===== src/rtl/sd_dma_master_wb.sv =====
// Wishbone master DMA between SD data-path FIFOs and memory.
// Optional bus-error handling enabled by defining SD_DMA_ERR_EN.
module sd_dma_master_wb #(
  parameter int ADDR_W    = 32,
  parameter int BLKSIZE_W = 12,
  parameter int BLKCNT_W  = 16
) (
  input  logic                 wb_clk_i,
  input  logic                 wb_rst_i,
  input  logic                 start_rx_i,
  input  logic                 start_tx_i,
  input  logic                 abort_i,
  input  logic [ADDR_W-1:0]    dma_addr_i,
  input  logic [BLKSIZE_W-1:0] block_size_i,
  input  logic [BLKCNT_W-1:0]  block_count_i,
  output logic [ADDR_W-1:0]    m_wb_adr_o,
  output logic [31:0]          m_wb_dat_o,
  input  logic [31:0]          m_wb_dat_i,
  output logic [3:0]           m_wb_sel_o,
  output logic                 m_wb_we_o,
  output logic                 m_wb_cyc_o,
  output logic                 m_wb_stb_o,
  input  logic                 m_wb_ack_i,
`ifdef SD_DMA_ERR_EN
  input  logic                 m_wb_err_i,
  output logic                 dma_err_o,
`endif
  input  logic [31:0]          rx_fifo_dat_i,
  input  logic                 rx_fifo_empty_i,
  output logic                 rx_fifo_rd_o,
  output logic [31:0]          tx_fifo_dat_o,
  input  logic                 tx_fifo_full_i,
  output logic                 tx_fifo_wr_o,
  output logic                 busy_o,
  output logic                 done_o
);

  localparam int REM_W = BLKSIZE_W - 2 + BLKCNT_W;

  typedef enum logic [1:0] {
    S_IDLE,
    S_WAIT,
    S_BUS,
    S_DONE
  } state_t;

  state_t state_q;
  state_t state_d;

  logic [ADDR_W-1:0] addr_q;
  logic [REM_W-1:0]  rem_q;
  logic              rx_q;
  logic [31:0]       wdat_q;
  logic [31:0]       tdat_q;
  logic              twr_q;

  logic             kill;
  logic             take;
  logic             in_bus;
  logic             err_hit;
  logic             beat_ok;
  logic             rx_pop;
  logic             tx_go;
  logic [REM_W-1:0] words;
  logic             unused_bits;

  // Abort and reset both abandon whatever is in flight
  assign kill = wb_rst_i | abort_i;

  assign words = REM_W'(block_size_i[BLKSIZE_W-1:2])
               * REM_W'(block_count_i);

  assign take = (state_q == S_IDLE)
              & (start_rx_i | start_tx_i)
              & ~kill;

  assign in_bus = (state_q == S_BUS) & ~kill;

`ifdef SD_DMA_ERR_EN
  assign err_hit = in_bus & m_wb_err_i;
`else
  assign err_hit = 1'b0;
`endif

  assign beat_ok = in_bus & m_wb_ack_i & ~err_hit;

  assign rx_pop = (state_q == S_WAIT) & rx_q
                & ~rx_fifo_empty_i & ~kill;

  assign tx_go = (state_q == S_WAIT) & ~rx_q
               & ~tx_fifo_full_i & ~kill;

  assign unused_bits = ^{block_size_i[1:0], dma_addr_i[1:0]};

  // State register
  always_ff @(posedge wb_clk_i) begin
    if (wb_rst_i) begin
      state_q <= S_IDLE;
    end else begin
      state_q <= state_d;
    end
  end

  // Next-state decode
  always_comb begin
    state_d = state_q;
    if (kill) begin
      state_d = S_IDLE;
    end else begin
      unique case (state_q)
        S_IDLE: begin
          if (take) begin
            state_d = (words == '0) ? S_DONE : S_WAIT;
          end
        end
        S_WAIT: begin
          if (rx_pop | tx_go) begin
            state_d = S_BUS;
          end
        end
        S_BUS: begin
          if (err_hit) begin
            state_d = S_DONE;
          end else if (beat_ok) begin
            state_d = (rem_q == REM_W'(1)) ? S_DONE : S_WAIT;
          end
        end
        S_DONE: begin
          state_d = S_IDLE;
        end
        default: begin
          state_d = S_IDLE;
        end
      endcase
    end
  end

  // Output decode from state and qualified handshakes
  always_comb begin
    m_wb_cyc_o   = in_bus;
    m_wb_stb_o   = in_bus;
    m_wb_we_o    = in_bus & rx_q;
    m_wb_sel_o   = in_bus ? 4'hF : 4'h0;
    rx_fifo_rd_o = rx_pop;
    busy_o       = (state_q != S_IDLE);
    done_o       = (state_q == S_DONE) & ~kill;
  end

  // Transfer address, word counter, direction and data holding registers
  always_ff @(posedge wb_clk_i) begin
    if (wb_rst_i) begin
      addr_q <= '0;
      rem_q  <= '0;
      rx_q   <= 1'b0;
      wdat_q <= '0;
      tdat_q <= '0;
      twr_q  <= 1'b0;
    end else begin
      twr_q <= 1'b0;
      if (take) begin
        addr_q <= {dma_addr_i[ADDR_W-1:2], 2'b00};
        rem_q  <= words;
        rx_q   <= start_rx_i;
      end
      if (rx_pop) begin
        wdat_q <= rx_fifo_dat_i;
      end
      if (beat_ok) begin
        addr_q <= addr_q + ADDR_W'(4);
        rem_q  <= rem_q - REM_W'(1);
        if (!rx_q) begin
          tdat_q <= m_wb_dat_i;
          twr_q  <= 1'b1;
        end
      end
    end
  end

  assign m_wb_adr_o    = addr_q;
  assign m_wb_dat_o    = wdat_q;
  assign tx_fifo_dat_o = tdat_q;
  assign tx_fifo_wr_o  = twr_q;

`ifdef SD_DMA_ERR_EN
  logic err_q;

  // Sticky bus-error flag, cleared by reset or the next accepted start
  always_ff @(posedge wb_clk_i) begin
    if (wb_rst_i) begin
      err_q <= 1'b0;
    end else if (take) begin
      err_q <= 1'b0;
    end else if (err_hit) begin
      err_q <= 1'b1;
    end
  end

  assign dma_err_o = err_q;
`endif

endmodule


===== config.mk =====
export PLATFORM = sky130hd
export DESIGN_NAME = sd_dma_master_wb
export DESIGN_NICKNAME = d
export VERILOG_FILES = /design/src/rtl/sd_dma_master_wb.sv
export SDC_FILE = /design/constraint.sdc
export NUM_CORES = 1
export LEC_CHECK = 0
export BUFFER_PORTS_ARGS = -buffer_cell sky130_fd_sc_hd__buf_2
export CAP_MARGIN = 0
export CORE_ASPECT_RATIO = 1.25
export CORE_MARGIN = 5
export CORE_UTILIZATION = 40
export DETAILED_ROUTE_END_ITERATION = 6
export PLACE_DENSITY = 0.6
export REMOVE_ABC_BUFFERS = 1
export SLEW_MARGIN = 10
export SYNTH_ARGS = -nofsm -noshare
export SYNTH_HDL_FRONTEND = slang
export SYNTH_SLANG_ARGS = --single-unit
export TNS_END_PERCENT = 10

===== constraint.sdc =====
create_clock -name wb_clk_i -period 7.3 [get_ports wb_clk_i]
set_input_delay 0.73 -clock wb_clk_i [delete_from_list [all_inputs] [get_ports wb_clk_i]]
set_output_delay 0.73 -clock wb_clk_i [all_outputs]
set_load 0.02 [all_outputs]

Word level (Yosys, flattened, before mapping)
Cells that the tools add are included.
{"block": "word_totals", "elab_cells": 57, "out_inout_bits": 107, "reg_bits": 126, "latch_bits": 0, "inputBits": 132, "ram_bits": 0, "mem_count": 0, "mem_bits_ro": 0}
{"block": "classes", "n_mul": 1, "muxes": 12, "div_mod_pow": 0, "magnitude_cmp": 0, "n_addsub": 2, "shifts": 0, "eq_ne": 7, "bitwise": 20, "n_reduce_logical": 8}
{"cell": "two-way mux 32 bit", "count": 2}
{"cell": "two-way mux 26 bit", "count": 2}
{"cell": "adder 32 x 3 -> 32 bit, second input constant", "count": 1}
{"cell": "== test 26 x 1 -> 1 bit, second input constant", "count": 1}
{"cell": "zero test 26 bit", "count": 1}
{"cell": "multiplier 10 x 16 -> 26 bit", "count": 1}
{"cell": "subtractor 26 x 1 -> 26 bit, second input constant", "count": 1}
{"cell": "bitwise AND 1 bit", "count": 12}
{"cell": "two-way mux 2 bit", "count": 5}
{"cell": "case mux 2 bit (4 select lines)", "count": 1}
{"cell": "inverter 1 bit", "count": 5}
{"cell": "== test 2 bit, second input constant", "count": 2}
{"cell": "two-way mux 4 bit", "count": 1}
{"cell": "!= test 2 bit, second input constant", "count": 2}
{"cell": "nonzero test 2 bit", "count": 2}
{"cell": "OR reduction 2 bit", "count": 2}
{"cell": "OR 1 bit", "count": 3}
{"cell": "AND reduction 3 bit", "count": 1}
{"cell": "== test 2 x 1 -> 1 bit, second input constant", "count": 1}
{"cell": "zero test 2 bit", "count": 1}
{"cell": "!= test 2 x 1 -> 1 bit, second input constant", "count": 1}
{"cell": "AND reduction 2 bit", "count": 1}
{"cell": "two-way mux 1 bit", "count": 1}

Longest topological paths before layout
Gate-level depths: netlist of the first run.
{"block": "depth", "depth_word": 7, "ltp_mapped": 21, "depth_no_buf": 20}

Worst setup path after synthesis of the first run
No wires, ideal clock.
{"block": "synth_path", "kind": "input -> register", "from": "input port block_size_i[11]", "to": "register rem_q[25]", "required_time_ns": 7.168, "setup_time_ns": 0.132, "path_buffers": 2, "path_slack_ns": 1.357, "path_stages": 19, "arrival_ns": 5.811, "cell_sequence": "clkbuf_1 > nand2_1 > fa_1 > fa_1 > fa_1 > fa_1 > inv_1 > fa_1 > ha_1 > clkbuf_2 > o21a_1 > o211ai_1 > or2_2 > o211a_1 > or3_1 > and2_2 > a211oi_1 > or2_2 > a21oi_1"}
{"block": "synth_via", "elab_chain_cells": 3}
{"item": "start, declared", "line": "14", "source": "input logic [BLKSIZE_W-1:0] block_size_i,"}
{"item": "multiplier 10 x 16 -> 26 bit", "line": "71", "source": "* REM_W'(block_count_i);"}
{"item": "two-way mux 26 bit", "line": "160", "source": "if (take) begin"}
{"item": "two-way mux 26 bit", "line": "168", "source": "if (beat_ok) begin"}
{"item": "end signal, assigned", "line": "162", "source": "rem_q <= words;"}
{"item": "end signal, assigned", "line": "170", "source": "rem_q <= rem_q - REM_W'(1);"}
{"item": "end, declared", "line": "51", "source": "logic [REM_W-1:0] rem_q;"}
No other way between the ends. The select of a mux whose other input is x is not followed.
A chain may end at the register's enable or synchronous reset.

Worst setup path in the final report of the first run
{"block": "layout_path", "from": "input port block_size_i[11]", "to": "register state_q[1]"}
{"block": "layout_via", "elab_chain_cells": 5}
{"item": "multiplier 10 x 16 -> 26 bit", "line": "71"}
{"item": "zero test 26 bit", "line": "113", "source": "state_d = (words == '0) ? S_DONE : S_WAIT;"}
{"item": "two-way mux 2 bit", "line": "113"}
{"item": "two-way mux 2 bit", "line": "112", "source": "if (take) begin"}
{"item": "case mux 2 bit (4 select lines)", "line": "110", "source": "unique case (state_q)"}
{"item": "end signal, assigned", "line": "100", "source": "state_q <= state_d;"}
{"item": "end, declared", "line": "47", "source": "state_t state_q;"}
No other way between the ends. The select of a mux whose other input is x is not followed.

==> impl_metrics.py, run 1 <==
metrics = {
    "status": {
        "status": "completed",
    },
    "grt": {
        "antenna_found_initial": 2,
        "grt_usage_pct": 20.30,
        "grt_max_degree": 64,
        "grt_pass1_wl_mm": 49.33,
        "overflow": 0,
        "grt_pass1_vias": 9443,
    },
    "finish": {
        "final_util_pct": 48.01,
        "layout_common_cells": "nand2_1, buf_2, a21oi_1",
        "nets": 1811,
        "fillers": 2628,
        "final_common_cell": "nand2_1",
        "syn_to_final_growth_pct": 17.97,
        "post_route_cells_drive_above_1_share_pct": 19.37,
        "antenna_cells": 0,
    },
    "routing": {
        "drt_iter0_markers": 430,
        "drt-pass1-iter-count": 7,
        "via_per_inst": 5.209,
        "antenna_left": 0,
        "drt-wirelength-per-cell_um": 16.63,
        "wirelength_mm": 30.90,
        "drc": 0,
        "vias": 9678,
    },
    "place": {
        "port_buffers": 232,
        "gp_congestion": 0.8524,
        "hpwl_mm": 23.91,
    },
    "hold_path": {
        "holdCritStartpoint": "m_wb_dat_o[15]$_SDFFE_PP0P_",
        "hp-class": "reg -> reg",
    },
    "timing": {
        "hold_viol": 0,
        "rsz0062_at_grt": "false",
        "drv_slew": 0,
        "setup_viol": 0,
        "fin_crit_ps": 6155,
        "max_freq_mhz": 162.5,
        "fin_crit_sh_pct": 84.32,
        "finalSetupTns_ps": 0,
        "worst_pin_slew_ps": 689.3,
        "fin_skew_ps": 14.20,
        "max_slew_margin_pct": 54.05,
    },
    "floorplanning": {
        "dieWidth_um": 156.0,
        "ios": 239,
        "die_h_um": 192.5,
        "die_area_sq_um": 30020,
        "initial_core_util_pct": 40.69,
        "rows": 66,
        "coreArea_sq_um": 26180,
    },
    "power": {
        "p_leak_nw": 5.593,
        "comb_power_share_pct": 61.4,
        "ir_worst_vdd_mv": 0.2194,
        "p_clk_share_pct": 20.0,
        "switching_share_pct": 44.55,
        "p_seq_share_pct": 18.6,
        "powerDensity_nw_per_um2": 325.7,
        "switchingPower_mw": 1.823,
        "p_int_mw": 2.270,
    },
    "clock_tree": {
        "hold_buffers": 0,
        "cts_resized": 0,
        "cts_buffer_depth": 2,
        "cts.clk_slew.worst_paths_ps": 60,
        "numCtsBuffers": 17,
        "cts_setup_buffers": 0,
        "cts_tree": "yes",
        "root_buffer": "clkbuf_16",
        "ctsHtreeMaxLevel": 4,
        "clk_latency_ps": 420,
        "cts.sinks": 124,
    },
    "synthesis": {
        "syn_area_sq_um": 10650,
        "synth_ff_type": "dfxtp_1",
        "synth_edf_count": 0,
        "synth_area_per_cell_sq_um": 8.064,
        "ys_async_sr_fraction_pct": 0,
        "synth_seq_cells": 124,
        "synthCells": 1321,
        "ys_types": 76,
        "ys_seq_area_share_pct": 23.30,
        "yosysWarnings": 0,
    },
    "setup_path": {
        "path_class": "in -> reg",
        "crit_path_frequent_cell": "fa_1",
        "crit_required_ps": 7660,
        "path_buf_inv": 2,
        "end_kind": "flop",
        "critPathArrivalTime_ps": 6510,
        "cpPeakStageDelay_ps": 550,
        "worstSetupStartpoint": "block_size_i[11]",
        "crit_slowest_cell": "fa_1",
        "cpLargestDelayFamily": "adder cells",
        "worstPathMaxFanout": 16,
        "worstReg2RegStart": "state_q[0]$_SDFFE_PP0P_",
        "cp-start-kind": "input pin",
        "crit_chain": "buf_2, nand2_1, fa_1, fa_1, fa_1, fa_1, inv_1, fa_1, ha_1, a21oi_1, o211ai_1, a211oi_1, nor2_1, xor2_1, or4b_1, nor4_1, nand4_1, nand2_1",
    },
    "flow_run": {
        "maxCapViolCount": 0,
    },
}
==> state kept, by name, summed over array words and instances, names as in the netlist <==
signal         flops
tx_fifo_dat_o     32
rx_q               1
rem_q             26
m_wb_adr_o        30
state_q            2
m_wb_dat_o        32
tx_fifo_wr_o       1
==> cell families after synthesis <==
logic type / count (synthesis) / synth area share, %
simple gates: 545 / 24.07
compound gates: 277 / 15.93
buf+inv: 178 / 6.636
fa+ha+maj: 174 / 28.19
flops: 124 / 23.30
xor+xnor: 20 / 1.644
mux: 2 / 0.1997
other cells: 1 / 0.03520
==> cell usage after synthesis, drive strengths merged (9+ instances only) <==
cell type | n | area, sq um
and3 | 14 | 90.08
nand2 | 265 | 994.7
o211ai | 11 | 82.58
nor2 | 73 | 274.0
ha | 64 | 800.8
xnor2 | 12 | 105.1
nand3 | 21 | 105.1
buf | 14 | 80.07
dfxtp | 124 | 2482
inv | 100 | 375.4
clkbuf | 64 | 251.5
and2 | 84 | 528.0
o21ai | 44 | 224.0
fa | 110 | 2202
nor4 | 9 | 56.30
a31oi | 19 | 118.9
a211oi | 10 | 80.07
nand4 | 12 | 75.07
a21oi | 137 | 689.4
nor3 | 31 | 171.4
==> routing by layer <==
metal / track usage, % / wire [um] / up-vias
li1: - / - / 4792
met1: 24.79 / 12960 / 4575
met2: 35.71 / 14940 / 279
met3: 4.307 / 2344 / 28
met4: 6.332 / 626 / 4
met5: 0 / 34 / -
==> metrics by stage <==
stage	cell area, sq um	hold WS [ps]	cells	power (mW)	setup WS [ps]
2_1_floorplan	10320	452.4	1244	2.725	897.9
5_1_grt	12570	470.6	1858	4.505	776.0
4_1_cts	12570	450.8	1858	4.132	1117
3_3_place_gp	12000	439.3	1826	3.254	787.2
6_report	12570	447.8	1858	4.093	1145
3_5_place_dp	12000	443.9	1826	3.289	721.7
==> cell type report <==
class                   instances  area, sq um  area share [%]
multi-input cells            1020         7473           59.47
flip-flops and latches        124         2482           19.75
repair buffers                242         1239           9.857
clock buffers                  22        454.2           3.614
well taps                     340        425.4           3.385
inverters                     100        375.4           2.987
clock inverters                10        117.6          0.9359
==> path summary, 6_finish.rpt <==
path / to / slack [ps] / cells past startpoint
worst max register to register: m_wb_adr_o[17]$_SDFFE_PP0P_ / 4490 / 7
worst max-delay path: state_q[1]$_SDFFE_PP0P_ / 1140 / 18
worst min register to register: m_wb_dat_o[15]$_SDFFE_PP0P_ / 450 / 2
worst min-delay path: m_wb_dat_o[15]$_SDFFE_PP0P_ / 450 / 2
==> tightest hold or removal path, stage by stage, from the launching register on <==
cell     delay, ps
dfxtp_1        300
nand2_1         50
a21oi_1         50
==> power by group through the flow <==
stage	Clock [mW]	Sequential [mW]	Combinational, mW
3_5_place_dp	0	0.776	2.51
3_3_place_gp	0	0.775	2.48
5_1_grt	0.862	0.769	2.87
6_report	0.818	0.763	2.51
2_1_floorplan	0	0.777	1.95
4_1_cts	0.833	0.762	2.54
(Power assumes the default switching activity.)
==> run 2: changes to the inputs <==
--- a/config.mk
+++ b/config.mk
@@ -11,7 +11,7 @@
 export CORE_MARGIN = 5
 export CORE_UTILIZATION = 40
 export DETAILED_ROUTE_END_ITERATION = 6
-export PLACE_DENSITY = 0.6
+export PLACE_DENSITY = 0.62
 export REMOVE_ABC_BUFFERS = 1
 export SLEW_MARGIN = 10
 export SYNTH_ARGS = -nofsm -noshare
==> constraint.sdc (replaced) <==
create_clock -name wb_clk_i -period 5.1 [get_ports wb_clk_i]
set_input_delay 0.51 -clock wb_clk_i [delete_from_list [all_inputs] [get_ports wb_clk_i]]
set_output_delay 0.51 -clock wb_clk_i [all_outputs]
set_load 0.02 [all_outputs]
==> run 2 against run 1 <==
  * The run now ends with negative setup slack left
  * Register-to-register slack lost 2300 ps
  * First-iteration DRC count shrank 2.1%
  * Count of clock-buffer cells in the layout grew 1
  * Utilization grew 5.5 points
==> impl_metrics.py, run 2 (synthesis results as in run 1) <==
metrics = {
    "status": {
        "status": "finished, violations left",
        "violations": "negative setup slack",
    },
    "floorplanning": {
        "die_area_sq_um": 30020,
        "rows": 66,
        "coreArea_sq_um": 26180,
        "die_h_um": 192.5,
        "dieWidth_um": 156.0,
        "ios": 239,
        "initial_core_util_pct": 40.69,
    },
    "timing": {
        "drv_slew": 0,
        "worst_pin_slew_ps": 975.0,
        "fin_crit_ps": 5153,
        "fin_skew_ps": 6.381,
        "rsz0062_at_grt": "true",
        "max_freq_mhz": 194.1,
        "hold_viol": 0,
        "fin_ws_ps": -52.99,
        "max_slew_margin_pct": 34.93,
        "setup_viol": 2,
        "whs_ps": 328.4,
        "fin_crit_sh_pct": 101.0,
    },
    "routing": {
        "drt-pass1-iter-count": 5,
        "via_per_inst": 5.176,
        "wirelength_mm": 31.99,
        "antenna_left": 0,
        "drc": 0,
        "drt-wirelength-per-cell_um": 16.18,
        "drt_iter0_markers": 421,
        "vias": 10230,
    },
    "grt": {
        "overflow": 0,
        "grt_pass1_wl_mm": 50.96,
        "antenna_found_initial": 0,
        "grt_usage_pct": 20.89,
        "grt_pass1_vias": 10230,
        "grt_max_degree": 77,
    },
    "hold_path": {
        "whs_endpoint": "state_q[0]$_SDFFE_PP0P_",
        "holdCritStartpoint": "abort_i",
        "hold_depth": 2,
        "hp-class": "in -> reg",
    },
    "setup_path": {
        "cpLargestDelayFamily": "adder cells",
        "worstPathMaxFanout": 10,
        "crit_slowest_cell": "fa_1",
        "r2r_cells": 7,
        "r2r_slack_ps": 2200,
        "cp-start-kind": "input pin",
        "critPathArrivalTime_ps": 5510,
        "crit_cells": 25,
        "end_kind": "flop",
        "crit_required_ps": 5460,
        "worstReg2RegStart": "state_q[0]$_SDFFE_PP0P_",
        "r2r-end": "tx_fifo_dat_o[13]$_SDFFE_PP0P_",
        "path_buf_inv": 9,
        "path_class": "in -> reg",
        "cpPeakStageDelay_ps": 510,
    },
    "place": {
        "hpwl_mm": 25.35,
        "port_buffers": 232,
        "gp_congestion": 0.8816,
        "pre_cts_ws_ps": -929.4,
    },
    "finish": {
        "nets": 1932,
        "fillers": 2458,
        "layout_common_cells": "nand2_1, buf_2, buf_4",
        "post_route_cells_drive_above_1_share_pct": 28.67,
        "syn_to_final_growth_pct": 31.47,
        "final_common_cell": "nand2_1",
    },
    "clock_tree": {
        "cts_buffer_depth": 2,
        "cts.clk_slew.worst_paths_ps": 50,
        "cts_tree": "yes",
        "ctsHtreeMaxLevel": 4,
        "clk_latency_ps": 410,
        "cts.sinks": 124,
        "root_buffer": "clkbuf_16",
        "numCtsBuffers": 17,
    },
    "flow_run": {
        "maxCapViolCount": 0,
    },
    "power": {
        "powerDensity_nw_per_um2": 613.7,
        "p_leak_nw": 6.287,
        "ir_worst_vdd_mv": 0.4585,
    },
}
[run 2: cell count changes in the layout (fill, tap and decap cells not counted), moves of 9 or more]
cell / delta
ha_4: +11
a21oi_1: -9
ha_1: -11
buf_4: +124
buf_2: -21
buf_6: +14
[run 2: power breakdown]
group	total, mW	internal [mW]	switching, mW
sequential	1.09	1.03	0.0633
clock	1.19	0.774	0.416
combinational	6.31	3.40	2.91
[run 2: cell type report]
class	count	area [sq um]	area share (%)
flip-flops and latches	124	2482	17.73
clock inverters	6	86.33	0.6165
diodes	1	2.502	0.01787
clock buffers	23	498.0	3.556
inverters	100	375.4	2.680
well taps	340	425.4	3.038
repair buffers	363	2287	16.33
multi-input cells	1020	7848	56.03
[run 2: repair_timing]
item	4_1_cts	5_1_grt
buffers inserted	11	2
setup endpoints to repair	7	8
resized for setup	109	5
pin swaps	88	11
hold buffers	0	0
[run 2: how the worst max path moves through the flow]
| stage | startpoint | to | slack [ps] |
|---|---|---|---|
| 2_1_floorplan | state_q[0]$_SDFFE_PP0P_ | m_wb_adr_o[17]$_SDFFE_PP0P_ | -1200 |
| 3_3_place_gp | block_count_i[5] | state_q[1]$_SDFFE_PP0P_ | -880 |
| 3_5_place_dp | block_size_i[11] | state_q[1]$_SDFFE_PP0P_ | -930 |
| 4_1_cts | block_size_i[5] | state_q[1]$_SDFFE_PP0P_ | 4 |
| 5_1_grt | block_size_i[5] | state_q[1]$_SDFFE_PP0P_ | -210 |
| 6_report | block_size_i[5] | state_q[1]$_SDFFE_PP0P_ | -50 |
[run 2: layer usage]
metal / track usage (%) / vias up / wire length (um)
met4: 5.423 / 0 / 567
met1: 23.91 / 4866 / 12750
met5: 0 / - / 0
met2: 38.83 / 294 / 16330
met3: 4.890 / 43 / 2345
li1: - / 5030 / -
[run 2: through the flow]
step	instance area [sq um]	std cells	total power, mW	utilization (%)	setup TNS (ps)
2_1_floorplan	10320	1244	3.900	-	-20820
4_1_cts	13960	1974	8.402	53.33	0
3_3_place_gp	12810	1934	5.996	48.92	-6264
3_5_place_dp	12810	1934	6.058	48.92	-7250
6_report	14000	1977	8.595	53.50	-54.43
5_1_grt	14000	1976	9.308	53.49	-934.1
